### src/rtl/hram_arbiter.sv
// hram_arbiter: round-robin arbiter that serialises NPORTS requesters onto one
// HyperRAM controller, with out-of-range rejection and a WAIT timeout.
module hram_arbiter #(
    parameter int NPORTS     = 2,
    parameter int ADDR_WIDTH = 32,
    parameter int DATA_WIDTH = 32,
    parameter int MODULES    = 4,
    parameter int RAM_SIZE   = 8388608,
    parameter int TIMEOUT    = 1023
) (
    input  logic                         clk,
    input  logic                         rst,
    input  logic [NPORTS-1:0]            req_i,
    input  logic [NPORTS-1:0]            we_i,
    input  logic [NPORTS*ADDR_WIDTH-1:0] addr_i,
    input  logic [NPORTS*DATA_WIDTH-1:0] wdata_i,
    output logic [NPORTS-1:0]            ack_o,
    output logic [NPORTS-1:0]            err_o,
    output logic [DATA_WIDTH-1:0]        rdata_o,
    output logic [NPORTS-1:0]            grant_o,
    output logic                         busy_o,
    output logic                         ctrl_valid_o,
    input  logic                         ctrl_ready_i,
    output logic                         ctrl_we_o,
    output logic [ADDR_WIDTH-1:0]        ctrl_addr_o,
    output logic [DATA_WIDTH-1:0]        ctrl_wdata_o,
    input  logic                         ctrl_done_i,
    input  logic [DATA_WIDTH-1:0]        ctrl_rdata_i
);
    localparam int PW  = $clog2(NPORTS);
    localparam int LIM = $clog2(longint'(RAM_SIZE) * longint'(MODULES));
    // Any address bit at or above LIM lies outside the populated devices.
    localparam logic [ADDR_WIDTH-1:0] HI = {ADDR_WIDTH{1'b1}} << LIM;

    typedef enum logic [1:0] {IDLE, ISSUE, WAIT, RESP} state_t;

    state_t                  state;
    logic [PW-1:0]           rr_ptr;
    logic [PW-1:0]           gidx;
    logic [PW-1:0]           win;
    logic [15:0]             cnt;
    logic                    err;
    logic [DATA_WIDTH-1:0]   rdata;
    logic [ADDR_WIDTH-1:0]   waddr;
    logic                    oor;

    // Scan downward so the last hit is the nearest requester at or after rr_ptr.
    always_comb begin
        win = '0;
        for (int i = NPORTS - 1; i >= 0; i--)
            if (req_i[(int'(rr_ptr) + i) % NPORTS]) win = PW'((int'(rr_ptr) + i) % NPORTS);
    end

    assign waddr = addr_i[int'(win)*ADDR_WIDTH +: ADDR_WIDTH];
    assign oor   = |(waddr & HI);

    always_ff @(posedge clk or posedge rst) begin
        if (rst) begin
            state        <= IDLE;
            rr_ptr       <= '0;
            gidx         <= '0;
            grant_o      <= '0;
            ctrl_we_o    <= 1'b0;
            ctrl_addr_o  <= '0;
            ctrl_wdata_o <= '0;
            cnt          <= '0;
            err          <= 1'b0;
            rdata        <= '0;
        end else begin
            case (state)
                IDLE: if (|req_i) begin
                    gidx         <= win;
                    grant_o      <= NPORTS'(1) << win;
                    ctrl_we_o    <= we_i[win];
                    ctrl_addr_o  <= waddr;
                    ctrl_wdata_o <= wdata_i[int'(win)*DATA_WIDTH +: DATA_WIDTH];
                    rdata        <= '0;
                    err          <= oor;
                    state        <= oor ? RESP : ISSUE;
                end
                ISSUE: if (ctrl_ready_i) begin
                    cnt   <= '0;
                    state <= WAIT;
                end
                WAIT: begin
                    cnt <= cnt + 16'd1;
                    if (ctrl_done_i) begin
                        rdata <= ctrl_rdata_i;
                        err   <= 1'b0;
                        state <= RESP;
                    end else if (cnt == 16'(TIMEOUT)) begin
                        rdata <= '0;
                        err   <= 1'b1;
                        state <= RESP;
                    end
                end
                RESP: begin
                    rr_ptr  <= (gidx == PW'(NPORTS - 1)) ? '0 : gidx + 1'b1;
                    grant_o <= '0;
                    state   <= IDLE;
                end
                default: state <= IDLE;
            endcase
        end
    end

    assign busy_o       = state != IDLE;
    assign ctrl_valid_o = state == ISSUE;
    assign ack_o        = (state == RESP) ? grant_o : '0;
    assign err_o        = (state == RESP && err) ? grant_o : '0;
    assign rdata_o      = rdata;
endmodule
### config.mk
export PLATFORM = sky130hd
export DESIGN_NAME = hram_arbiter
export DESIGN_NICKNAME = d
export VERILOG_FILES = /design/src/rtl/hram_arbiter.sv
export SDC_FILE = /design/constraint.sdc
export NUM_CORES = 1
export LEC_CHECK = 0
export CAP_MARGIN = 30
export CORE_MARGIN = 4
export CORE_UTILIZATION = 40
export DETAILED_ROUTE_END_ITERATION = 8
export GPL_TIMING_DRIVEN = 0
export PLACE_DENSITY = 0.89
export RECOVER_POWER = 100
export SYNTH_ARGS = -nofsm -noshare
export SYNTH_HDL_FRONTEND = slang
export SYNTH_SLANG_ARGS = --single-unit
### constraint.sdc
create_clock -name clk -period 4.9 [get_ports clk]
set_clock_uncertainty 0.2 [all_clocks]
set_input_delay 0.49 -clock clk [delete_from_list [all_inputs] [get_ports clk]]
set_output_delay 0.49 -clock clk [all_outputs]
set_load 0.005 [all_outputs]
==> metrics <==
sequential share of the synthesized area 0.553; worst slew pin tran 0.944 ns; Vias 5,012; Worst-Skew Late Latency 0.41 ns; largest net degree at the start of global routing 101; critical path capture point type flop; number of synthesized register bits 120; pwr dens 538 mW/mm²; crit share post-route 0.617; GRT overflow 0; drc violations 0; die width 125 µm; share of layout cells above drive strength 1 0.0474; leak pwr 4.06 nW; gr usage total 0.221; final setup margin 1.88 ns; # H-tree levels 4; maximum vdd drop approximately 0.34 mV; CTS max path bufs 2; Reg power frac 0.344; Final Non-Filler Cells ~960; max_slew headroom 0.367; worst path required time 5.02 ns; Area Growth Syn to Fin 63.7%; I/O pins 273; MaxCap Viol Count 0; core area roughly 0.013 mm²; Startpoint Class input pin; via count of the first global-routing pass approximately 5,400; internal power about 0.0032 W; switch share 0.327; Clk pwr share 0.238; Antenna Nets Post-Route 0; nets@finish ~940; drt wl/cell 17.9 µm; post_cts resized 0; initial antenna violation count 0; asr flop ratio synth 1.00; critical path class input pin to flop; Tot Pwr 0.00478 W; fill cell total of the finished layout 985; pins over their slew limit 0; Synth warnings 0; Final Hold Fails 0; Post-synth EDFFs 0; final setup fails 0; CTS Root Cell clkbuf_16; Post-CTS Setup Bufs 0; Mean Syn Cell Area approximately 11 µm²; syn nets 652; logic gate share of total power 0.418; RSZ-0062 raised after global routing false; first-pass iteration count of the detailed router 4; gpl congestion about 0.85; Syn Std Cell Area 0.00543 mm²; fmax 331 MHz; CTS Hold Bufs 0; CTS tree built; Die Span Y 125 µm; crit-path max FO 10; top_reg_cell synth dfrtp_1; Vias/cell 5.24; Antenna Cells 0; sw power 0.00156 W; Rows 42; die area 0.0155 mm²; Yosys cell types 43; CTS clk-pin slew, worst paths about 0.05 ns; Starting Density 0.410; clk sinks 120; final hold slack 0.260 ns; PortBufs 272; CP Data Arrival Time 3.14 ns; placed wire-length estimate 13,300 µm; placed cell count about 930; DR iter-0 viols 282; number of buffers created by CTS 17; HP Class flop to flop; run status finished, final reports clean; first-pass GRT wire length 27,600 µm; post-place setup slack 1.71 ns; Post-Syn Instances 478; WL final about 17,000 µm; crit path time final 3.02 ns
power groups by stage:
| stage | clock network (W) | registers (W) | logic [W] |
|---|---|---|---|
| final | 0.00114 | 0.00164 | 0.00200 |
| after floorplan | 0 | 0.00166 | 0.000960 |
| after detailed placement | 0 | 0.00166 | 0.00221 |
| after global placement | 0 | 0.00164 | 0.00213 |
| after CTS | 0.00115 | 0.00166 | 0.00222 |
| after global routing | 0.00121 | 0.00169 | 0.00220 |
worst max-delay path: stages:
cell           delay [ns]
dlygate4sd3_1        0.61
o21ai_0              0.59
clkbuf_1             0.37
clkbuf_1             0.43
clkbuf_1             0.42
nand2_1              0.13
o21ai_0              0.10
flip-flops by register name, summed over array words and instances, names as in the netlist:
register / cells
cnt: 16
grant_o: 2
ctrl_wdata_o: 32
rdata_o: 32
rr_ptr: 1
ctrl_we_o: 1
state: 2
gidx: 1
err: 1
ctrl_addr_o: 32
routing by layer:
layer / routed length (µm) / track usage / up-vias
li1: - / - / 2334
met1: 6660 / 0.251 / 2444
met5: 0 / 0 / -
met4: 500 / 0.0858 / 0
met2: 8950 / 0.391 / 196
met3: 998 / 0.0673 / 38
metrics by stage:
| step | utilization | area [µm²] | setup TNS, ns |
|---|---|---|---|
| final | 0.671 | 8880 | 0 |
| after global routing | 0.671 | 8880 | 0 |
| after CTS | 0.675 | 8940 | 0 |
| after floorplan | - | 5430 | 0 |
| after detailed placement | 0.635 | 8400 | 0 |
| after global placement | 0.632 | 8370 | -57.32 |
final timing paths:
check | from | to | slack [ns] | depth (start not counted)
setup reg to reg | cnt[10]$_DFFE_PP0P_ | rdata_o[1]$_DFFE_PP0P_ | 1.99 | 5
min in group asynchronous | rst | rdata_o[14]$_DFFE_PP0P_ | 0.51 | 2
hold / removal | gidx$_DFFE_PP0P_ | rr_ptr$_DFFE_PP0P_ | 0.26 | 1
hold reg to reg | gidx$_DFFE_PP0P_ | rr_ptr$_DFFE_PP0P_ | 0.26 | 1
setup / recovery | req_i[1] | ctrl_addr_o[25]$_DFFE_PP0P_ | 1.88 | 7
max in group asynchronous | rst | ctrl_addr_o[25]$_DFFE_PP0P_ | 3.06 | 3
Yosys cell counts, types with 2 or more instances:
cell	n	area [µm²]
dfrtp_1	120	3000
nand2_1	48	180
o21ai_0	42	210
mux2i_1	40	400
a22o_1	36	315
and2_1	31	194
a221o_1	28	280
clkbuf_1	22	82.6
nor2_1	14	52.6
inv_1	10	37.5
a21oi_1	7	35.0
nand3_1	7	35.0
and3_1	6	37.5
ha_1	6	75.1
buf_2	5	25.0
nand4_1	5	31.3
nor2b_1	4	25.0
or4_1	4	30.0
buf_6	3	33.8
o31ai_1	3	22.5
xnor2_1	3	26.3
xor2_1	3	26.3
a21o_1	2	15.0
and4_1	2	17.5
buf_1	2	7.51
mux2_1	2	22.5
mux2_2	2	22.5
nor4_1	2	12.5
o211ai_1	2	15.0
o221ai_1	2	17.5
o22ai_1	2	12.5
or3_1	2	12.5
kinds of logic after synthesis:
group | after synthesis | share of synthesized area
compound gates | 128 | 0.177
xor+xnor | 6 | 0.00968
fa+ha+maj | 6 | 0.0138
buf+inv | 42 | 0.0343
flops | 120 | 0.553
mux | 44 | 0.0820
simple gates | 132 | 0.130
layout make-up:
class	count	area [µm²]	area share
multi-input cells	316	2210	0.249
well taps	176	220	0.0248
repair buffers	273	2750	0.310
inverters	10	38.8	0.00437
flip-flops and latches	120	3000	0.338
clock inverters	9	77.6	0.00873
plain buffers	32	125	0.0141
clock buffers	21	460	0.0518
placed cells by master (no fill, tap or decap), types with 3 or more instances in the layout:
cell type	netlist	layout
or4_1	4	4
a21oi_1	7	7
inv_1	10	9
xnor2_1	3	3
clkinvlp_4	0	3
o31ai_1	3	3
clkbuf_1	22	29
nor4_1	2	3
nor2_1	14	14
nand3_1	7	7
a22o_1	36	36
a221o_1	28	28
buf_2	5	4
nor2b_1	4	4
dfrtp_1	120	120
dlygate4sd3_1	0	105
and3_1	6	6
clkbuf_16	0	17
o221ai_1	2	3
and2_1	31	13
o21ai_0	42	42
ha_1	6	6
and2_0	0	18
clkinv_2	0	5
nand2_1	48	48
mux2i_1	40	40
xor2_1	3	3
nand4_1	5	5
clkdlybuf4s50_1	0	167
mux2_1	2	3
(Power assumes the default switching activity.)
